File: src/rtl/mm2_mem_resp.sv
// MM2-stage memory response unit: waits for the data-bus response of the MM1
// access, aligns/extends load data, and registers the MM2->WB payload.
module mm2_mem_resp (
  input  logic        clk,
  input  logic        rst,
  input  logic        flush,
  input  logic        in_valid,
  input  logic        in_mm_re,
  input  logic        in_mm_we,
  input  logic [1:0]  in_access_sz,
  input  logic        in_load_unsigned,
  input  logic [1:0]  in_addr_lo,
  input  logic [31:0] in_exe_out,
  input  logic [4:0]  in_reg_d,
  input  logic        in_reg_d_wen,
  input  logic [31:0] in_pc,
  input  logic        in_excp,
  input  logic        data_ok,
  input  logic [31:0] rdata,
  input  logic        wb_allowin,
  output logic        mm2_allowin,
  output logic        wb_valid,
  output logic        wb_excp,
  output logic [4:0]  wb_reg_d,
  output logic        wb_reg_d_wen,
  output logic [31:0] wb_wdata,
  output logic [31:0] wb_pc,
  output logic        fwd_valid,
  output logic [4:0]  fwd_reg_d,
  output logic [31:0] fwd_data,
  output logic        fwd_stall
);

  localparam int DATA_W = 32;

  typedef enum logic [1:0] {
    S_IDLE   = 2'b00,
    S_WAIT   = 2'b01,
    S_GOT    = 2'b10,
    S_CANCEL = 2'b11
  } state_e;

  state_e              state_q, state_d;
  logic [DATA_W-1:0]   buf_data_q, buf_data_d;

  logic                wb_valid_q, wb_valid_d;
  logic                wb_excp_q, wb_excp_d;
  logic [4:0]          wb_reg_d_q, wb_reg_d_d;
  logic                wb_reg_d_wen_q, wb_reg_d_wen_d;
  logic [DATA_W-1:0]   wb_wdata_q, wb_wdata_d;
  logic [31:0]         wb_pc_q, wb_pc_d;

  logic                need_mem;
  logic                st_got;
  logic                st_cancel;
  logic                ready_go;
  logic                handoff;
  logic [DATA_W-1:0]   resp;
  logic [DATA_W-1:0]   wdata;
  logic                reg_wen;

  // Byte/half/word selection with sign or zero extension.
  function automatic logic [DATA_W-1:0] load_extract(
    input logic [DATA_W-1:0] data,
    input logic [1:0]        sz,
    input logic [1:0]        lo,
    input logic              uns
  );
    logic [DATA_W-1:0]   shifted;
    logic signed [7:0]   b;
    logic signed [15:0]  h;
    logic [DATA_W-1:0]   r;
    shifted = data >> {lo, 3'b000};
    b       = signed'(shifted[7:0]);
    h       = lo[1] ? signed'(data[31:16]) : signed'(data[15:0]);
    unique case (sz)
      2'b00:   r = uns ? {24'd0, b} : {{24{b[7]}}, b};
      2'b01:   r = uns ? {16'd0, h} : {{16{h[15]}}, h};
      default: r = data;
    endcase
    return r;
  endfunction

  assign need_mem  = in_valid & (in_mm_re | in_mm_we) & ~in_excp;
  assign st_got    = (state_q == S_GOT);
  assign st_cancel = (state_q == S_CANCEL);

  // State register
  always_ff @(posedge clk) begin
    if (rst) begin
      state_q <= S_IDLE;
    end else begin
      state_q <= state_d;
    end
  end

  // Next-state logic; IDLE and WAIT behave alike since a fresh need_mem
  // instruction in IDLE is already waiting on its response.
  always_comb begin
    state_d = state_q;
    unique case (state_q)
      S_IDLE, S_WAIT: begin
        if (flush) begin
          state_d = (need_mem & ~data_ok) ? S_CANCEL : S_IDLE;
        end else if (need_mem & data_ok & ~wb_allowin) begin
          state_d = S_GOT;
        end else if (need_mem & ~data_ok) begin
          state_d = S_WAIT;
        end else begin
          state_d = S_IDLE;
        end
      end
      S_GOT: begin
        if (flush | handoff) begin
          state_d = S_IDLE;
        end
      end
      S_CANCEL: begin
        if (data_ok) begin
          state_d = S_IDLE;
        end
      end
      default: state_d = S_IDLE;
    endcase
  end

  // Output logic
  always_comb begin
    ready_go    = ~need_mem | st_got | (data_ok & ~st_cancel);
    handoff     = in_valid & ready_go & wb_allowin;
    mm2_allowin = (~in_valid | (ready_go & wb_allowin)) & ~st_cancel;
    resp        = st_got ? buf_data_q : rdata;
    wdata       = (in_mm_re & ~in_excp)
                  ? load_extract(resp, in_access_sz, in_addr_lo, in_load_unsigned)
                  : in_exe_out;
    reg_wen     = in_reg_d_wen & ~in_excp & ~in_mm_we;
    fwd_valid   = in_valid & in_reg_d_wen & ~in_excp;
    fwd_reg_d   = in_reg_d;
    fwd_data    = wdata;
    fwd_stall   = fwd_valid & in_mm_re & ~ready_go;
  end

  // Response capture when WB cannot take the load in its data_ok cycle.
  always_comb begin
    buf_data_d = buf_data_q;
    if ((state_d == S_GOT) && !st_got) begin
      buf_data_d = rdata;
    end
  end

  always_comb begin
    wb_valid_d     = wb_valid_q;
    wb_excp_d      = wb_excp_q;
    wb_reg_d_d     = wb_reg_d_q;
    wb_reg_d_wen_d = wb_reg_d_wen_q;
    wb_wdata_d     = wb_wdata_q;
    wb_pc_d        = wb_pc_q;
    if (flush) begin
      wb_valid_d = 1'b0;
    end else if (handoff) begin
      wb_valid_d     = 1'b1;
      wb_excp_d      = in_excp;
      wb_reg_d_d     = in_reg_d;
      wb_reg_d_wen_d = reg_wen;
      wb_wdata_d     = wdata;
      wb_pc_d        = in_pc;
    end else if (wb_allowin) begin
      wb_valid_d = 1'b0;
    end
  end

  // MM2 -> WB boundary
  always_ff @(posedge clk) begin
    if (rst) begin
      buf_data_q     <= '0;
      wb_valid_q     <= 1'b0;
      wb_excp_q      <= 1'b0;
      wb_reg_d_q     <= '0;
      wb_reg_d_wen_q <= 1'b0;
      wb_wdata_q     <= '0;
      wb_pc_q        <= '0;
    end else begin
      buf_data_q     <= buf_data_d;
      wb_valid_q     <= wb_valid_d;
      wb_excp_q      <= wb_excp_d;
      wb_reg_d_q     <= wb_reg_d_d;
      wb_reg_d_wen_q <= wb_reg_d_wen_d;
      wb_wdata_q     <= wb_wdata_d;
      wb_pc_q        <= wb_pc_d;
    end
  end

  assign wb_valid     = wb_valid_q;
  assign wb_excp      = wb_excp_q;
  assign wb_reg_d     = wb_reg_d_q;
  assign wb_reg_d_wen = wb_reg_d_wen_q;
  assign wb_wdata     = wb_wdata_q;
  assign wb_pc        = wb_pc_q;

endmodule

File: config.mk
export PLATFORM = sky130hd
export DESIGN_NAME = mm2_mem_resp
export DESIGN_NICKNAME = d
export VERILOG_FILES = /design/src/rtl/mm2_mem_resp.sv
export SDC_FILE = /design/constraint.sdc
export NUM_CORES = 1
export LEC_CHECK = 0
export ABC_AREA = 1
export CAP_MARGIN = 20
export CORE_MARGIN = 2
export CORE_UTILIZATION = 44
export DETAILED_ROUTE_END_ITERATION = 8
export GPL_ROUTABILITY_DRIVEN = 1
export PLACE_DENSITY_LB_ADDON = 0.05
export SYNTH_ARGS = -nofsm -noshare
export SYNTH_HDL_FRONTEND = slang
export SYNTH_SLANG_ARGS = --single-unit
File: constraint.sdc
create_clock -name clk -period 2.2 [get_ports clk]
set_clock_uncertainty 0.1 [all_clocks]
set_input_delay 0.44 -clock clk [delete_from_list [all_inputs] [get_ports clk]]
set_output_delay 0.44 -clock clk [all_outputs]
set_load 0.05 [all_outputs]
==> run_results.csv, run 1 <==
group,metric,value,unit
run_status,status,"finished with violations",
run_status,violations,"negative setup slack",
cts,htreeDepth,3,
sta,fin_crit_sh,1.21,
routing,wl_per_cell,16.1,um
placed_design,gp_congestion,0.914,
grt,grt_overflow,0,
cts,clock_sinks,106,
setup_path,worst_ep_arrival_time,2130,ps
sta,worst_pin_slew,552,ps
grt,grt.total_usage,0.284,
run,cap_violations,0,
sta,finalSetupViolations,32,
floorplan,fp.coreArea,12700,sq um
logic_synthesis,synth.top_cell.area_share,0.369,
sta,grt_setup_unrepaired,"true",
setup_path,worstRegToRegCells,12,
power_and_ir_drop,power_density,558,nW/um^2
final_layout,area.sequential,2130,sq um
sta,period_needed,2670,ps
grt,grt_max_degree,55,
cts,clock_latency,360,ps
final_layout,fill_cells,773,
routing,viasPerCell,5.14,
setup_path,cp-end-kind,"output port",
cts,cts_made_buffers,9,
logic_synthesis,ys_warn_count,0,
setup_path,start_kind,"flop",
logic_synthesis,ys_types,35,
worst_hold_path,hp-class,"input pin to flop",
sta,slew_viol_final,0,
cts,cts_tree,"done",
logic_synthesis,ys_seq_area_frac,0.369,
power_and_ir_drop,power.leakage,0.00477,uW
logic_synthesis,synth_area,5750,sq um
routing,via_count,6985,
final_layout,area_growth,84.6,%
placed_design,hpwl,14700,um
power_and_ir_drop,pwr-share-seq,0.344,
grt,grt_pass1_wl,31900,um
worst_hold_path,hold_depth,3,
placed_design,place_area,9300,sq um
final_layout,drive_above_1_share,0.372,
floorplan,die_h,118,um
logic_synthesis,syn_inst,868,
cts,cts-root-buf,"clkbuf_16",
power_and_ir_drop,p_clk_frac,0.307,
sta,hold_violations,0,
setup_path,setup.worst_path.class,"flop to output port",
final_layout,final_util,0.838,
cts,cts-hold-fix-buffers,0,
routing,antenna_left,0,
setup_path,critPathRequiredTime,1660,ps
floorplan,dieWidth,118,um
power_and_ir_drop,irDropWorstVdd,0.574,mV
floorplan,num_rows,41,
cts,clk_pin_slew,70,ps
logic_synthesis,yosys.area.top_type,"dfxtp_1",
floorplan,ios,228,
sta,setup_ws,-467,ps
placed_design,port_buffers,227,
logic_synthesis,syn_nets,984,
grt,grt_pass1_vias,6546,
final_layout,final_nets,1295,
sta,max_freq,375,MHz
power_and_ir_drop,power.switching,1960,uW
final_layout,multi_input_area,3640,sq um
floorplan,die_area,14000,sq um
logic_synthesis,synth.area.top_cells,"dfxtp_1, nand2_1, o21ai_0",
logic_synthesis,ys_seq_elements,106,
logic_synthesis,async_flop_share,0,
routing,drt-pass1-iter-count,7,
sta,relSlewSlack,0.631,
power_and_ir_drop,p_comb_frac,0.350,
cts,cts_buffer_depth,2,
routing,drc,0,
logic_synthesis,synth_flop_cell,"dfxtp_1",
final_layout,final_area,10600,sq um
sta,fin_setup_tns,-11970,ps
final_layout,stdcell_count,1358,
power_and_ir_drop,switching_share,0.331,
logic_synthesis,synth_common_cells,"nand2_1, nor2_1, dfxtp_1, o21ai_0, inv_1",
grt,antenna_found_initial,2,
logic_synthesis,synth_edf_count,0,
routing,drt-initial-drc-count,515,
setup_path,crit_fanout,12,
routing,routed_wl,21900,um
power_and_ir_drop,p_int,3960,uW
placed_design,placed_cells,1318,
floorplan,start_util,0.454,
logic_synthesis,yosysMostFrequentCell,"nand2_1",
logic_synthesis,avgSynthCellArea,6.63,sq um
-- timing repair --
item                                    CTS  global route
cloned                                    1             5
endpoints found under the setup margin   34            33
endpoints found under the hold margin     0             0
resized for setup                        89           129
setup buffers                             3            14
pin swaps                                 8            59
-- cell usage in the layout, fill, tap and decap left out, drive strengths merged --
| cell type | netlist | layout |
|---|---|---|
| nand2 | 201 | 201 |
| clkdlybuf4s50 | 0 | 178 |
| buf | 35 | 169 |
| o21ai | 124 | 124 |
| nor2 | 118 | 118 |
| dfxtp | 106 | 106 |
| inv | 91 | 84 |
| a21oi | 70 | 70 |
| nand3 | 47 | 47 |
| or2 | 24 | 24 |
| clkbuf | 25 | 14 |
| clkinvlp | 0 | 10 |
| o21a | 8 | 8 |
| o211ai | 7 | 7 |
| dlygate4sd2 | 0 | 7 |
| a31oi | 4 | 4 |
| nand4 | 3 | 3 |
| diode | 0 | 2 |
| clkinv | 1 | 2 |
| bufinv | 0 | 2 |
| dlymetal6s2s | 0 | 2 |
| nor3 | 2 | 2 |
| a21boi | 1 | 1 |
| and2 | 1 | 1 |
-- sequential cells by signal, summed over array words and instances (netlist names) --
| signal | count |
|---|---|
| wb_wdata | 32 |
| buf_data_q | 32 |
| wb_reg_d | 5 |
| wb_excp | 1 |
| wb_reg_d_wen | 1 |
| wb_pc | 32 |
| wb_valid | 1 |
| state_q | 2 |
-- worst paths after layout --
check	startpoint	end	slack, ps
worst max register to register	state_q[1]	wb_wdata[27]	210
worst max-delay path	state_q[1]	fwd_data[3]	-470
worst min-delay path	rdata[23]	buf_data_q[23]	340
worst min register to register	wb_reg_d_wen	wb_reg_d_wen	360
-- power groups by stage --
stage               logic, uW  registers [uW]  clock network [uW]
finish                   2070            2040                1820
global route             2180            2050                1930
CTS                      1930            2030                1850
detailed placement       1860            2080                   0
global placement         1850            2070                   0
floorplan                 723            2310                   0
-- kinds of logic (layout without fill, tap and decap cells) --
kind of cell	after synthesis	in the layout	synth area share
other	0	2	0
buffers and inverters	152	468	0.121
flip-flops	106	106	0.369
AND/OR/NAND/NOR	396	396	0.303
AO/OA/AOI/OAI	214	214	0.208
-- per-stage QoR --
| stage | worst slack (ps) | hold WS, ps | power, uW |
|---|---|---|---|
| global route | -522 | 412 | 6150 |
| CTS | -379 | 357 | 5810 |
| detailed placement | -456 | 347 | 3940 |
| floorplan | -24.1 | 329 | 3030 |
| finish | -467 | 342 | 5930 |
| global placement | -440 | 344 | 3920 |
-- critical path: stages (launching register included) --
cell      delay, ps
dfxtp_4         410
nand2_8         100
buf_12          140
buf_16          140
nand2_1          80
o21ai_2          80
o211ai_1        290
nand3_2         130
nand2_2         120
nand2_2          70
inv_2            60
buf_12          130
-- metal layers --
| layer | routed length (um) | vias up | track usage |
|---|---|---|---|
| met5 | 0 | - | 0 |
| met4 | 858 | 0 | 0.0956 |
| met1 | 8060 | 3240 | 0.310 |
| met2 | 11200 | 294 | 0.516 |
| met3 | 1790 | 56 | 0.0888 |
| li1 | - | 3395 | - |
-- area by class of cell --
| class | count | share of cell area |
|---|---|---|
| Antenna cell | 2 | 0.000471 |
| Clock buffer | 10 | 0.0225 |
| Clock inverter | 6 | 0.00884 |
| Inverter | 92 | 0.0366 |
| Multi-Input combinational cell | 610 | 0.343 |
| Sequential cell | 106 | 0.200 |
| Tap cell | 172 | 0.0203 |
| Timing Repair Buffer | 360 | 0.368 |
No activity file was read; power rests on OpenSTA's default activity.
==> run 2: changes to the inputs <==
--- a/config.mk
+++ b/config.mk
@@ -5,10 +5,10 @@
 export SDC_FILE = /design/constraint.sdc
 export NUM_CORES = 1
 export LEC_CHECK = 0
-export ABC_AREA = 1
+export ABC_AREA = 0
 export CAP_MARGIN = 20
 export CORE_MARGIN = 2
-export CORE_UTILIZATION = 44
+export CORE_UTILIZATION = 45
 export DETAILED_ROUTE_END_ITERATION = 8
 export GPL_ROUTABILITY_DRIVEN = 1
 export PLACE_DENSITY_LB_ADDON = 0.05
==> run 2 against run 1 <==
  * The run still ends with negative setup slack left
  * Worst hold slack better by 16 ps
  * Cell count down 8.4%
  * Clock-buffer cell count unchanged
  * Die area up 1.7%
  * Critical path depth is 1 lower
  * Non-clock buffer count up 56
  * Synthesized area up 4.0%
  * Clock power fell by 8%
  * Synthesized cell count decreased by 19%
==> run_results.csv, run 2 <==
group,metric,value,unit
run_status,status,"finished with violations",
run_status,violations,"negative setup slack",
routing,drc,0,
sta,fin_crit_sh,1.36,
cts,cts-root-buf,"clkbuf_16",
logic_synthesis,ys_seq_area_frac,0.355,
logic_synthesis,synth_common_cells,"nand2_1, dfxtp_1, a21oi_1, nor2_1, mux2i_1",
setup_path,cp-end-kind,"output port",
cts,cts_buffer_depth,2,
placed_design,port_buffers,227,
final_layout,final_common_cell,"clkdlybuf4s50_1",
grt,grt.total_usage,0.348,
routing,antenna_left,0,
routing,drt-initial-drc-count,551,
cts,cts-hold-fix-buffers,0,
setup_path,max_stage_delay,370,ps
final_layout,final_util,0.888,
setup_path,critPathSlowestCell,"mux4_2",
final_layout,final_cell_mix,"clkdlybuf4s50_1, buf_4, dfxtp_1, nand2_1, buf_12",
cts,cts_made_buffers,9,
logic_synthesis,yosysMostFrequentCell,"nand2_1",
setup_path,critPathTopFamily,"buffers and inverters",
sta,timing.hold.ws,358,ps
power_and_ir_drop,power.leakage,0.00445,uW
sta,relSlewSlack,0.625,
placed_design,gp_congestion,0.918,
setup_path,start_kind,"flop",
cts,cts_tree,"done",
grt,grt_max_degree,91,
power_and_ir_drop,p_comb_frac,0.371,
logic_synthesis,synth.area.top_cells,"dfxtp_1, mux2i_1, nand2_1",
cts,htreeDepth,3,
logic_synthesis,ys_warn_count,0,
logic_synthesis,synth_edf_count,0,
logic_synthesis,ys_types,53,
floorplan,fp.coreArea,13100,sq um
grt,antenna_found_initial,1,
routing,via_count,7357,
setup_path,crit_top_cell,"buf_6",
setup_path,worstRegToRegCells,11,
grt,met2_usage,0.616,
logic_synthesis,synth_flop_cell,"dfxtp_1",
logic_synthesis,yosys.area.top_type,"dfxtp_1",
power_and_ir_drop,switching_share,0.336,
sta,finalSetupViolations,104,
final_layout,final_nets,1178,
logic_synthesis,async_flop_share,0,
floorplan,num_rows,42,
setup_path,rrSetupSlack,-320,ps
placed_design,hpwl,16600,um
grt,grt.busiest_layer,"met2",
power_and_ir_drop,power.switching,1960,uW
sta,grt_setup_unrepaired,"true",
sta,period_needed,2990,ps
routing,viasPerCell,5.91,
grt,grt_pass1_wl,39300,um
cts,clk_pin_slew,80,ps
setup_path,critPathRequiredTime,1660,ps
setup_path,setup.worst_path.class,"flop to output port",
cts,clock_latency,360,ps
floorplan,die_h,119,um
grt,grt_pass1_vias,7466,
sta,slew_viol_final,0,
run,cap_violations,0,
routing,drt-pass1-iter-count,5,
floorplan,start_util,0.456,
routing,routed_wl,27400,um
worst_hold_path,hold_depth,2,
logic_synthesis,avgSynthCellArea,8.51,sq um
power_and_ir_drop,power_density,501,nW/um^2
logic_synthesis,synth.top_cell.area_share,0.355,
sta,hold_violations,0,
setup_path,cp.buffers_inverters,5,
routing,wl_per_cell,22.1,um
logic_synthesis,synth_area,5980,sq um
floorplan,dieWidth,119,um
setup_path,crit_fanout,8,
setup_path,cp.depth,10,
logic_synthesis,ys_seq_elements,106,
grt,grt_overflow,0,
worst_hold_path,hp-class,"flop to flop",
logic_synthesis,syn_inst,703,
sta,worst_pin_slew,557,ps
sta,setup_ws,-793,ps
power_and_ir_drop,p_int,3870,uW
power_and_ir_drop,irDropWorstVdd,0.323,mV
grt,met1_usage,0.407,
logic_synthesis,syn_nets,819,
grt,grt_use_met3,0.0512,
power_and_ir_drop,p_clk_frac,0.286,
floorplan,die_area,14200,sq um
setup_path,crit_path_cell_trace,"buf_6 -> nand2b_4 -> mux4_2 -> buf_6 -> a211oi_4 -> buf_6 -> buf_6 -> a2111oi_4 -> nor2_2 -> buf_6",
sta,max_freq,334,MHz
power_and_ir_drop,pwr-share-seq,0.343,
cts,clock_sinks,106,
final_layout,drive_above_1_share,0.400,
setup_path,worst_ep_arrival_time,2450,ps
final_layout,area_growth,94.9,%
floorplan,ios,228,
-- run 2: area by class of cell --
| type | count | area (sq um) |
|---|---|---|
| flip-flops and latches | 106 | 2130 |
| diodes | 1 | 2.50 |
| well taps | 176 | 220 |
| clock buffers | 10 | 229 |
| repair buffers | 416 | 4510 |
| fillers | 591 | 1480 |
| clock inverters | 6 | 65.1 |
| multi-input cells | 502 | 4400 |
| inverters | 27 | 101 |
-- run 2: what timing repair did --
| item | in CTS | in global routing |
|---|---|---|
| endpoints found under the setup margin | 111 | 124 |
| pin swaps | 21 | 32 |
| gates resized for setup | 114 | 90 |
| gates cloned | 8 | 4 |
| buffers inserted | 22 | 21 |
-- run 2: tightest hold or removal path, stage by stage, from the launching register on --
cell     delay (ps)
dfxtp_1         310
nand2_1          50
a21oi_1          50
-- run 2: stage by stage --
stage	instances	power (uW)	cell area [sq um]	setup TNS [ps]	setup WS [ps]
floorplan	703	2990	6400	-8220	-390
global placement	1179	3860	10000	-76590	-1120
CTS	1224	5670	11100	-25900	-766
detailed placement	1179	3890	10000	-80190	-1210
global route	1243	5980	11700	-38000	-838
finish	1244	5840	11700	-33540	-793
-- run 2: path summary, 6_finish.rpt --
path	from	endpoint
hold reg to reg	wb_pc[20]	wb_pc[20]
setup / recovery	state_q[1]	fwd_data[9]
setup reg to reg	state_q[1]	wb_wdata[20]
hold / removal	wb_pc[20]	wb_pc[20]
-- run 2: cells by family after synthesis --
kind of cell,share of synthesized area
mux,0.171
flops,0.355
buf+inv,0.0690
compound gates,0.237
simple gates,0.168
-- run 2: layer usage --
| layer | vias to the layer above | part of all wire |
|---|---|---|
| li1 | 3260 | - |
| met1 | 3573 | 0.36 |
| met2 | 422 | 0.52 |
| met3 | 102 | 0.071 |
| met4 | 0 | 0.051 |
| met5 | - | 0 |
-- run 2: power groups by stage --
stage                     Sequential, uW  Combinational [uW]  Clock, uW
after floorplan                     2200                 784          0
after global placement              2040                1820          0
after detailed placement            2050                1840          0
after CTS                           2000                2010       1660
after global routing                2010                2230       1740
final                               2000                2160       1670
==> run 3: changes to the inputs <==
--- a/config.mk
+++ b/config.mk
@@ -8,10 +8,11 @@
 export ABC_AREA = 0
 export CAP_MARGIN = 20
 export CORE_MARGIN = 2
-export CORE_UTILIZATION = 45
+export CORE_UTILIZATION = 23
 export DETAILED_ROUTE_END_ITERATION = 8
 export GPL_ROUTABILITY_DRIVEN = 1
 export PLACE_DENSITY_LB_ADDON = 0.05
+export SETUP_SLACK_MARGIN = 0.2
 export SYNTH_ARGS = -nofsm -noshare
 export SYNTH_HDL_FRONTEND = slang
 export SYNTH_SLANG_ARGS = --single-unit
==> run 3 against run 2 <==
  * The flow still finishes with violations (negative setup slack)
  * Clock-buffer cell count did not move
  * Critical path depth rose by 1
  * Non-clock buffer count rose by 15
  * Power fell by 0.73%
  * Die area rose by 92%
  * Via count fell by 7.1%
  * Wire length rose by 6.1%
  * Register-to-register slack got worse by 100 ps
  * Fmax rose by 0.35%
  * Clock power fell by 4%
==> run_results.csv, run 3 (synthesis results as in run 2) <==
group,metric,value,unit
sta,period_needed,2980,ps
final_layout,fill_cells,2447,
power_and_ir_drop,power.switching,2020,uW
grt,grt.total_usage,0.194,
placed_design,gp_congestion,0.840,
setup_path,start_kind,"flop",
power_and_ir_drop,p_int,3780,uW
final_layout,drive_above_1_share,0.452,
grt,grt_overflow,0,
grt,grt_pass1_vias,6819,
setup_path,worst_ep_arrival_time,2440,ps
cts,cts-root-buf,"clkbuf_16",
routing,drt-pass1-iter-count,5,
sta,worst_pin_slew,538,ps
floorplan,num_rows,59,
final_layout,area_growth,106,%
floorplan,die_h,165,um
setup_path,crit_path_cell_trace,"buf_6 -> mux2i_4 -> mux4_2 -> buf_6 -> a21oi_4 -> a211oi_4 -> buf_6 -> buf_12 -> buf_16 -> a21oi_4 -> buf_12",
grt,antenna_found_initial,2,
setup_path,max_stage_delay,500,ps
setup_path,cp-end-kind,"output port",
sta,hold_violations,0,
cts,clock_latency,370,ps
placed_design,port_buffers,227,
power_and_ir_drop,p_clk_frac,0.278,
setup_path,crit_top_cell,"buf_6",
setup_path,critPathSlowestCell,"mux4_2",
worst_hold_path,hp-class,"input pin to flop",
cts,cts_buffer_depth,2,
cts,htreeDepth,3,
setup_path,crit_fanout,4,
routing,routed_wl,29100,um
sta,fin_setup_tns,-42210,ps
cts,cts_tree,"done",
grt,grt_max_degree,91,
power_and_ir_drop,irDropWorstVdd,0.310,mV
sta,relSlewSlack,0.637,
final_layout,final_cell_mix,"buf_4, clkdlybuf4s50_1, dfxtp_1, nand2_1, dlygate4sd2_1",
routing,drc,0,
power_and_ir_drop,power_density,469,nW/um^2
placed_design,hpwl,19600,um
floorplan,dieWidth,165,um
routing,drt-initial-drc-count,391,
sta,setup_ws,-782,ps
final_layout,final_common_cell,"buf_4",
floorplan,fp.coreArea,25800,sq um
floorplan,ios,228,
final_layout,final_nets,1193,
routing,via_count,6837,
sta,max_freq,335,MHz
cts,clk_pin_slew,80,ps
placed_design,place_area,10300,sq um
run,cap_violations,0,
cts,cts_made_buffers,9,
run_status,status,"finished with violations",
floorplan,die_area,27300,sq um
sta,fin_crit_sh,1.36,
final_layout,final_area,12300,sq um
setup_path,setup.worst_path.class,"flop to output port",
routing,wl_per_cell,20.5,um
grt,grt_pass1_wl,39900,um
routing,antenna_left,0,
power_and_ir_drop,pwr-share-seq,0.345,
cts,cts-hold-fix-buffers,0,
cts,clock_sinks,106,
routing,viasPerCell,4.82,
setup_path,critPathTopFamily,"buffers and inverters",
sta,slew_viol_final,0,
floorplan,start_util,0.232,
setup_path,cp.buffers_inverters,6,
power_and_ir_drop,power.leakage,0.00514,uW
run_status,violations,"negative setup slack",
power_and_ir_drop,p_comb_frac,0.377,
power_and_ir_drop,switching_share,0.348,
sta,finalSetupViolations,104,
sta,grt_setup_unrepaired,"true",
setup_path,critPathRequiredTime,1660,ps
-- run 3: cell count changes in the layout (fill, tap and decap cells not counted), moves of 4 or more --
cell             change
buf_12              +10
dlymetal6s2s_1      +18
nor2_4               -4
a311oi_2             +4
nor2_2               +4
a21oi_1             -17
nand2_2             +13
a21oi_2             +16
clkbuf_16            +7
clkdlybuf4s50_1     -72
dlygate4sd2_1       +54
a311oi_1             -4
nand2_1             -13
-- run 3: power groups by stage --
stage | Sequential [uW] | Combinational [uW] | Clock (uW)
after floorplan | 2200 | 795 | 0
after global placement | 2040 | 1870 | 0
after detailed placement | 2050 | 1880 | 0
after CTS | 2000 | 2060 | 1680
after global routing | 2010 | 2280 | 1730
final | 2000 | 2180 | 1610
-- run 3: final cells by class --
cell class,count,area (sq um),share of cell area
timing repair buffer,431,4830,0.391
multi-input combinational,502,4580,0.371
sequential,106,2140,0.173
tap,335,419,0.0339
clock buffer,10,229,0.0185
inverter,27,101,0.00821
clock inverter,6,41.3,0.00334
antenna,2,5.00,0.000405
-- run 3: final timing paths --
kind / startpoint / endpoint / slack [ps] / cells past startpoint
worst max-delay path: buf_data_q[15] / fwd_data[30] / -780 / 11
worst min-delay path: in_excp / wb_excp / 320 / 4
worst max register to register: buf_data_q[15] / wb_wdata[16] / -420 / 13
worst min register to register: wb_reg_d[2] / wb_reg_d[2] / 360 / 2
-- run 3: metrics by stage --
stage	utilization	hold slack [ps]	std cells	power (uW)	worst slack [ps]
floorplan	-	361	703	3000	-390
global placement	0.400	341	1344	3920	-1030
detailed placement	0.400	348	1344	3930	-1100
CTS	0.444	359	1395	5730	-803
global route	0.478	318	1419	6020	-855
finish	0.478	319	1419	5790	-782
-- run 3: repair_timing --
action / CTS / global route
resized for setup: 160 / 147
pin swaps: 29 / 24
setup endpoints to repair: 209 / 154
hold endpoints to repair: 0 / 0
cloned: 7 / 12
setup buffers: 28 / 10
-- run 3: worst reg2reg max path, delay by kind of cell, from the launching register on --
family / cells / cell delay (ps)
AOI/OAI and AO/OA: 3 / 430
muxes: 2 / 560
DFF: 1 / 350
buffers and inverters: 8 / 1090
-- run 3: per-layer routing --
metal,vias up,part of all wire,track usage
li1,3295,-,-
met1,3321,0.41,0.238
met2,190,0.52,0.348
met3,31,0.045,0.0277
met4,0,0.020,0.0615
met5,-,0,0
